### src/rtl/adc_multislope_runup.sv
// Multi-slope integrating ADC measurement controller: run-up over a programmed aperture,
// rundown to the comparator crossing, then hold counts with valid until re-armed.
module adc_multislope_runup #(
  parameter logic [23:0] RUNDOWN_MAX = 24'd1_000_000,
  parameter int unsigned SYNC_STAGES = 2
) (
  input  logic        clk,
  input  logic        reset_n,
  input  logic        adc_reset_ni,
  input  logic [23:0] p_clk_count_aper_i,
  input  logic [15:0] p_clk_count_fix_i,
  input  logic [15:0] p_clk_count_var_i,
  input  logic        comparator_val_i,
  output logic        sigmux_o,
  output logic [1:0]  refmux_o,
  output logic        measure_valid_o,
  output logic [23:0] count_up_o,
  output logic [23:0] count_down_o,
  output logic [23:0] count_rundown_o,
  output logic        rundown_dir_o,
  output logic        overflow_o,
  output logic [7:0]  monitor_o
);

  typedef enum logic [2:0] {
    StReset   = 3'd0,
    StVar     = 3'd1,
    StFix     = 3'd2,
    StRundown = 3'd3,
    StDone    = 3'd4
  } state_e;

  state_e state_q, state_d;

  logic [SYNC_STAGES-1:0] comp_sync_q;
  logic                   comp_sync;

  logic [15:0] fix_q, fix_d, var_q, var_d;
  logic [23:0] aper_cnt_q, aper_cnt_d, aper_dec;
  logic [15:0] phase_q, phase_d;
  logic [23:0] up_q, up_d, down_q, down_d, rundown_q, rundown_d;
  logic        dir_q, dir_d, ovf_q, ovf_d;
  logic        sigmux_q, sigmux_d, valid_q, valid_d;
  logic [1:0]  refmux_q, refmux_d, ref_sel;
  logic [23:0] out_up_q, out_up_d, out_down_q, out_down_d, out_rd_q, out_rd_d;
  logic        enter_var, finish;
  logic [15:0] var_len;

  function automatic logic [23:0] sat_inc(input logic [23:0] v);
    return (v == 24'hFFFFFF) ? v : v + 24'd1;
  endfunction

  always_ff @(posedge clk) begin
    if (!reset_n) begin
      comp_sync_q <= '0;
    end else begin
      comp_sync_q <= {comp_sync_q[SYNC_STAGES-2:0], comparator_val_i};
    end
  end

  assign comp_sync = comp_sync_q[SYNC_STAGES-1];
  assign aper_dec  = (aper_cnt_q == 24'd0) ? 24'd0 : aper_cnt_q - 24'd1;
  // Integrator positive pulls it back with the negative reference.
  assign ref_sel   = comp_sync ? 2'b10 : 2'b01;

  always_comb begin
    state_d    = state_q;
    fix_d      = fix_q;
    var_d      = var_q;
    aper_cnt_d = aper_cnt_q;
    phase_d    = phase_q;
    up_d       = up_q;
    down_d     = down_q;
    rundown_d  = rundown_q;
    dir_d      = dir_q;
    ovf_d      = ovf_q;
    sigmux_d   = sigmux_q;
    refmux_d   = refmux_q;
    valid_d    = valid_q;
    out_up_d   = out_up_q;
    out_down_d = out_down_q;
    out_rd_d   = out_rd_q;
    enter_var  = 1'b0;
    finish     = 1'b0;
    var_len    = var_q;

    if (!adc_reset_ni) begin
      state_d    = StReset;
      aper_cnt_d = '0;
      phase_d    = '0;
      up_d       = '0;
      down_d     = '0;
      rundown_d  = '0;
      dir_d      = 1'b0;
      ovf_d      = 1'b0;
      sigmux_d   = 1'b0;
      refmux_d   = 2'b11;
      valid_d    = 1'b0;
      out_up_d   = '0;
      out_down_d = '0;
      out_rd_d   = '0;
    end else begin
      case (state_q)
        StReset: begin
          fix_d      = p_clk_count_fix_i;
          var_d      = p_clk_count_var_i;
          aper_cnt_d = p_clk_count_aper_i;
          up_d       = '0;
          down_d     = '0;
          rundown_d  = '0;
          enter_var  = 1'b1;
          var_len    = p_clk_count_var_i;
        end
        StVar: begin
          aper_cnt_d = aper_dec;
          if (phase_q == 16'd0) begin
            state_d  = StFix;
            phase_d  = fix_q - 16'd1;
            refmux_d = 2'b00;
          end else begin
            phase_d = phase_q - 16'd1;
          end
        end
        StFix: begin
          aper_cnt_d = aper_dec;
          if (phase_q != 16'd0) begin
            phase_d = phase_q - 16'd1;
          end else if (aper_dec == 24'd0) begin
            state_d  = StRundown;
            sigmux_d = 1'b0;
            dir_d    = comp_sync;
            refmux_d = ref_sel;
          end else begin
            enter_var = 1'b1;
          end
        end
        StRundown: begin
          // The crossing clock itself is not counted.
          if (comp_sync != dir_q) begin
            finish = 1'b1;
          end else begin
            rundown_d = rundown_q + 24'd1;
            if (rundown_d == RUNDOWN_MAX) begin
              ovf_d  = 1'b1;
              finish = 1'b1;
            end
          end
        end
        StDone: ;
        default: state_d = StReset;
      endcase

      if (enter_var) begin
        state_d  = StVar;
        sigmux_d = 1'b1;
        refmux_d = ref_sel;
        phase_d  = var_len - 16'd1;
        if (comp_sync) down_d = sat_inc(down_d);
        else           up_d   = sat_inc(up_d);
      end

      if (finish) begin
        state_d    = StDone;
        sigmux_d   = 1'b0;
        refmux_d   = 2'b00;
        valid_d    = 1'b1;
        out_up_d   = up_d;
        out_down_d = down_d;
        out_rd_d   = rundown_d;
      end
    end
  end

  always_ff @(posedge clk) begin
    if (!reset_n) begin
      state_q    <= StReset;
      fix_q      <= '0;
      var_q      <= '0;
      aper_cnt_q <= '0;
      phase_q    <= '0;
      up_q       <= '0;
      down_q     <= '0;
      rundown_q  <= '0;
      dir_q      <= 1'b0;
      ovf_q      <= 1'b0;
      sigmux_q   <= 1'b0;
      refmux_q   <= 2'b11;
      valid_q    <= 1'b0;
      out_up_q   <= '0;
      out_down_q <= '0;
      out_rd_q   <= '0;
    end else begin
      state_q    <= state_d;
      fix_q      <= fix_d;
      var_q      <= var_d;
      aper_cnt_q <= aper_cnt_d;
      phase_q    <= phase_d;
      up_q       <= up_d;
      down_q     <= down_d;
      rundown_q  <= rundown_d;
      dir_q      <= dir_d;
      ovf_q      <= ovf_d;
      sigmux_q   <= sigmux_d;
      refmux_q   <= refmux_d;
      valid_q    <= valid_d;
      out_up_q   <= out_up_d;
      out_down_q <= out_down_d;
      out_rd_q   <= out_rd_d;
    end
  end

  assign sigmux_o        = sigmux_q;
  assign refmux_o        = refmux_q;
  assign measure_valid_o = valid_q;
  assign count_up_o      = out_up_q;
  assign count_down_o    = out_down_q;
  assign count_rundown_o = out_rd_q;
  assign rundown_dir_o   = dir_q;
  assign overflow_o      = ovf_q;
  assign monitor_o       = {valid_q, adc_reset_ni, comp_sync, sigmux_q, refmux_q, state_q[1:0]};

endmodule

### config.mk
export PLATFORM = sky130hd
export DESIGN_NAME = adc_multislope_runup
export DESIGN_NICKNAME = d
export VERILOG_FILES = /design/src/rtl/adc_multislope_runup.sv
export SDC_FILE = /design/constraint.sdc
export NUM_CORES = 1
export LEC_CHECK = 0
export CORE_MARGIN = 2
export CORE_UTILIZATION = 50
export DETAILED_ROUTE_END_ITERATION = 16
export GPL_TIMING_DRIVEN = 0
export PLACE_DENSITY = 0.73
export REMOVE_ABC_BUFFERS = 1
export SLEW_MARGIN = 0
export SYNTH_ARGS = -nofsm -noshare
export SYNTH_HDL_FRONTEND = slang
export SYNTH_SLANG_ARGS = --single-unit
### constraint.sdc
create_clock -name clk -period 5.2 [get_ports clk]
set_input_delay 1.04 -clock clk [delete_from_list [all_inputs] [get_ports clk]]
set_output_delay 1.04 -clock clk [all_outputs]
set_load 0.02 [all_outputs]
==> results_tabular.tex <==
\begin{tabular}{lr}
\hline
Metric & Value \\
\hline
\multicolumn{2}{l}{\textbf{Outcome}} \\
Status & completed \\
\multicolumn{2}{l}{\textbf{Floorplanning}} \\
Die area & $\sim$26000 um\^{}2 \\
Standard cell core area & around 24000 um\^{}2 \\
Initial cell density of the core & 50.4\% \\
Row Count & 57 \\
Height of the die & $\sim$160 um \\
Top Ports & 146 \\
Die extent in x & around 160 um \\
\multicolumn{2}{l}{\textbf{Final layout}} \\
Number of nets in the finished design & approximately 1700 \\
Area added between synthesis and finish & 20.6\% \\
Final standard cell count with taps included and fillers excluded & between 1500 and 2000 \\
Ant. Diodes & 0 \\
Core utilization of the finished layout & between 60 and 70\% \\
Fraction of layout cells with a size suffix above 1 & under 10\% \\
\multicolumn{2}{l}{\textbf{STA}} \\
Slew of the pin with the lowest slew margin & approximately 1.2 ns \\
Relative max-transition margin & between 15 and 20\% \\
Achievable frequency & around 220 MHz \\
Summed negative setup slack over all endpoints & 0 ns \\
Final worst-path cycle share & slightly below 90\% \\
Number of max-slew violations in the final report & 0 \\
Hold\_ws & 0.426 ns \\
Maximum clock skew at final layout & between 0.01 and 0.015 ns \\
Final setup vio count & 0 \\
Tmin final & between 4 and 5 ns \\
Total count of hold-check failures in the final report & 0 \\
RSZ-0062 raised after global routing & false \\
\multicolumn{2}{l}{\textbf{Logic synthesis}} \\
Top flip-flop cell by instance count after synthesis & dfxtp\_1 \\
Async set or reset register ratio after synthesis & 0\% \\
Register bit count reported by yosys & approximately 230 \\
Post-synth EDFFs & 0 \\
Count of unique library cells instantiated by Yosys & 79 \\
Sequential share of the synthesized area & 37.4\% \\
Gate count of the mapped netlist & about 1600 \\
Warning count from the yosys run & 0 \\
Mean Syn Cell Area & approximately 7.7 um\^{}2 \\
Cell area after technology mapping & 12100 um\^{}2 \\
\multicolumn{2}{l}{\textbf{Power}} \\
Lkg Pwr & 5.08 nW \\
Max IR drop VDD & about 0.00026 V \\
Power density of the placed cells & between 200 and 300 nW/um\^{}2 \\
\multicolumn{2}{l}{\textbf{GRT}} \\
Remaining global-route overflow & 0 \\
Pin count of the biggest net entering global routing & 85 \\
Vias in the first global route & about 11000 \\
First-pass GRT wire length & 54.8 mm \\
Antenna violations before repair & 0 \\
Total routing usage reported by global routing & 25.3\% \\
\multicolumn{2}{l}{\textbf{Critical path}} \\
Kind of launch point of the worst setup path & flip-flop \\
Highest fanout seen on the critical path & 26 \\
Arrival time at the worst endpoint & 4.91 ns \\
Classification of the worst setup path & flip-flop to flip-flop \\
Data required, critical path & $\sim$5.6 ns \\
Crit end category & flip-flop \\
\multicolumn{2}{l}{\textbf{Route}} \\
Total vias in the final route & approximately 12000 \\
Post-detailed-route DRC marker count & 0 \\
Final antenna-violating net count & 0 \\
Average wire per cell in the routed design & $\sim$17 um \\
Vias per std cell & between 5 and 6 \\
First-iteration detailed-routing DRC count & around 970 \\
Total wirelength of the detailed-routed design & between 30 and 40 mm \\
DR pass1 iterations & 5 \\
\multicolumn{2}{l}{\textbf{Flow run}} \\
Maximum capacitance violations & 0 \\
\multicolumn{2}{l}{\textbf{Clock network}} \\
Number of H-tree branching levels & 1 \\
Clock edge transition at the registers on the reported setup and hold paths & about 0.060 ns \\
Clock tree from TritonCTS & done \\
Clk sink count & 227 \\
Max Buffers Root-to-Sink & 3 \\
Worst skew pair latency & roughly 0.54 ns \\
Number of buffers inserted by hold repair at cts & 0 \\
Number of gates given a new drive strength after cts & 0 \\
Buffer count from post-CTS setup fixing & 0 \\
Buffer cell driving the clock tree root & clkbuf\_16 \\
TritonCTS Buffers & 26 \\
\multicolumn{2}{l}{\textbf{Place}} \\
Cell total after placement & 1939 \\
Count of input and output buffers & $\sim$150 \\
Final weighted congestion of routability-driven global placement & 0.891 \\
Estimated wirelength of the detail-placed design & between 20 and 25 mm \\
\multicolumn{2}{l}{\textbf{Min path}} \\
Worst min-delay path category & flip-flop to flip-flop \\
\hline
\end{tabular}
worst max-delay path, stage by stage (launching register included):
cell      delay [ns]
dfxtp_1         0.36
inv_1           0.07
ha_1            0.20
or4b_1          0.53
or3_1           0.49
nor4_4          0.80
nand3_1         0.18
and4_4          0.25
o211ai_4        0.39
a21oi_2         0.38
and3_1          0.33
o41a_1          0.39
layer usage:
layer	track usage [%]	vias to the layer above	share of wire, %
met4	7.29	0	2.4
met1	33.8	5565	45
met2	42.7	415	47
met5	0	-	0
met3	3.48	66	6.2
li1	-	5846	-
layout by cell type, fill, tap and decap left out, types with 7 or more instances in the layout:
cell type / n
o211ai_1: 12
nor3_1: 64
nand4_1: 23
nand3_1: 105
mux2i_1: 17
nand3b_1: 8
o21ai_0: 69
nor4_1: 25
o31ai_1: 20
or3_1: 22
o21a_1: 9
dfxtp_1: 227
or4_1: 16
xnor2_1: 27
a22oi_1: 14
a21oi_1: 95
clkbuf_16: 27
and4_1: 11
a31oi_1: 13
xor2_1: 31
nor2_1: 165
a21o_1: 10
nand2b_1: 10
and3_1: 15
ha_1: 7
nand2_1: 206
a21boi_0: 35
a211oi_1: 46
clkdlybuf4s50_1: 145
and2_1: 12
inv_1: 21
or2_2: 8
o31a_1: 8
clkinv_2: 7
nor3b_1: 7
state kept, by name, summed over array words and instances (netlist names), 2 cells and up:
signal and count:
count_up_o 24, up_q 24, count_rundown_o 24, var_q 16, comp_sync_q 2, refmux_o 2
phase_q 16, aper_cnt_q 24, rundown_q 24, count_down_o 24, down_q 24, state_q 3
fix_q 16
logic make-up after synthesis:
| family | count (synthesis) | share of synthesized area (%) |
|---|---|---|
| buffers and inverters | 131 | 4.47 |
| and+or+nand+nor | 733 | 29.9 |
| muxes | 19 | 1.59 |
| xor gates and xnor gates | 58 | 4.18 |
| AOI/OAI and AO/OA | 394 | 21.7 |
| DFF | 227 | 37.4 |
| adders and majority gates | 7 | 0.721 |
synthesized netlist by cell type, drive strengths merged, types with 6 or more instances:
library cell / number / area share [%]
o21ai: 73 / 3.0
o2bb2ai: 6 / 0.43
nand3: 107 / 4.5
o31ai: 20 / 1.2
a22oi: 14 / 0.87
nand2: 207 / 6.4
and4: 12 / 0.89
a31oi: 13 / 0.67
or3: 23 / 1.2
nor3b: 7 / 0.43
a21oi: 99 / 4.2
nand2b: 11 / 0.57
nand4: 23 / 1.2
buf: 29 / 1.3
nor3: 69 / 3.0
and3: 15 / 0.77
or4: 16 / 0.99
a21boi: 35 / 2.2
inv: 21 / 0.65
a21o: 10 / 0.62
a211oi: 46 / 2.8
ha: 7 / 0.72
o31a: 8 / 0.58
a2111oi: 6 / 0.43
nand3b: 8 / 0.49
dfxtp: 227 / 37
mux2i: 17 / 1.4
xor2: 31 / 2.2
and2: 14 / 0.72
nor4: 29 / 1.9
o21a: 9 / 0.56
or2: 8 / 0.41
xnor2: 27 / 1.9
clkbuf: 81 / 2.5
nor2: 166 / 5.1
o211ai: 13 / 0.92
power breakdown:
group | internal, W | switching, W | total (W)
Combinational | 0.000248 | 0.000382 | 0.000631
Sequential | 0.00178 | 0.0000518 | 0.00183
Clock | 0.00110 | 0.000757 | 0.00186
through the flow:
step | area [um^2] | total power [W] | worst slack [ns]
2_1_floorplan | 11700 | 0.00228 | -0.664
3_3_place_gp | 13500 | 0.00247 | -3.44
3_5_place_dp | 13800 | 0.00249 | 0.743
4_1_cts | 14600 | 0.00434 | 0.724
5_1_grt | 14600 | 0.00449 | 0.498
6_report | 14600 | 0.00432 | 0.699
final timing paths:
kind,start,end,slack (ns),depth (start not counted)
hold reg to reg,comp_sync_q[0]$_SDFF_PN0_,comp_sync_q[1]$_SDFF_PN0_,0.43,1
setup / recovery,phase_q[0]$_SDFFE_PN0P_,phase_q[0]$_SDFFE_PN0P_,0.70,11
hold / removal,comp_sync_q[0]$_SDFF_PN0_,comp_sync_q[1]$_SDFF_PN0_,0.43,1
setup reg to reg,phase_q[0]$_SDFFE_PN0P_,phase_q[0]$_SDFFE_PN0P_,0.70,11
area by class of cell:
cell class,count,area (um^2)
Clock inverter,15,143
Inverter,21,78.8
Timing Repair Buffer,156,1650
Clock buffer,32,734
Tap cell,324,405
Sequential cell,227,4540
Multi-Input combinational cell,1211,7090
Fill cell,2264,9470
(Power assumes the default switching activity.)
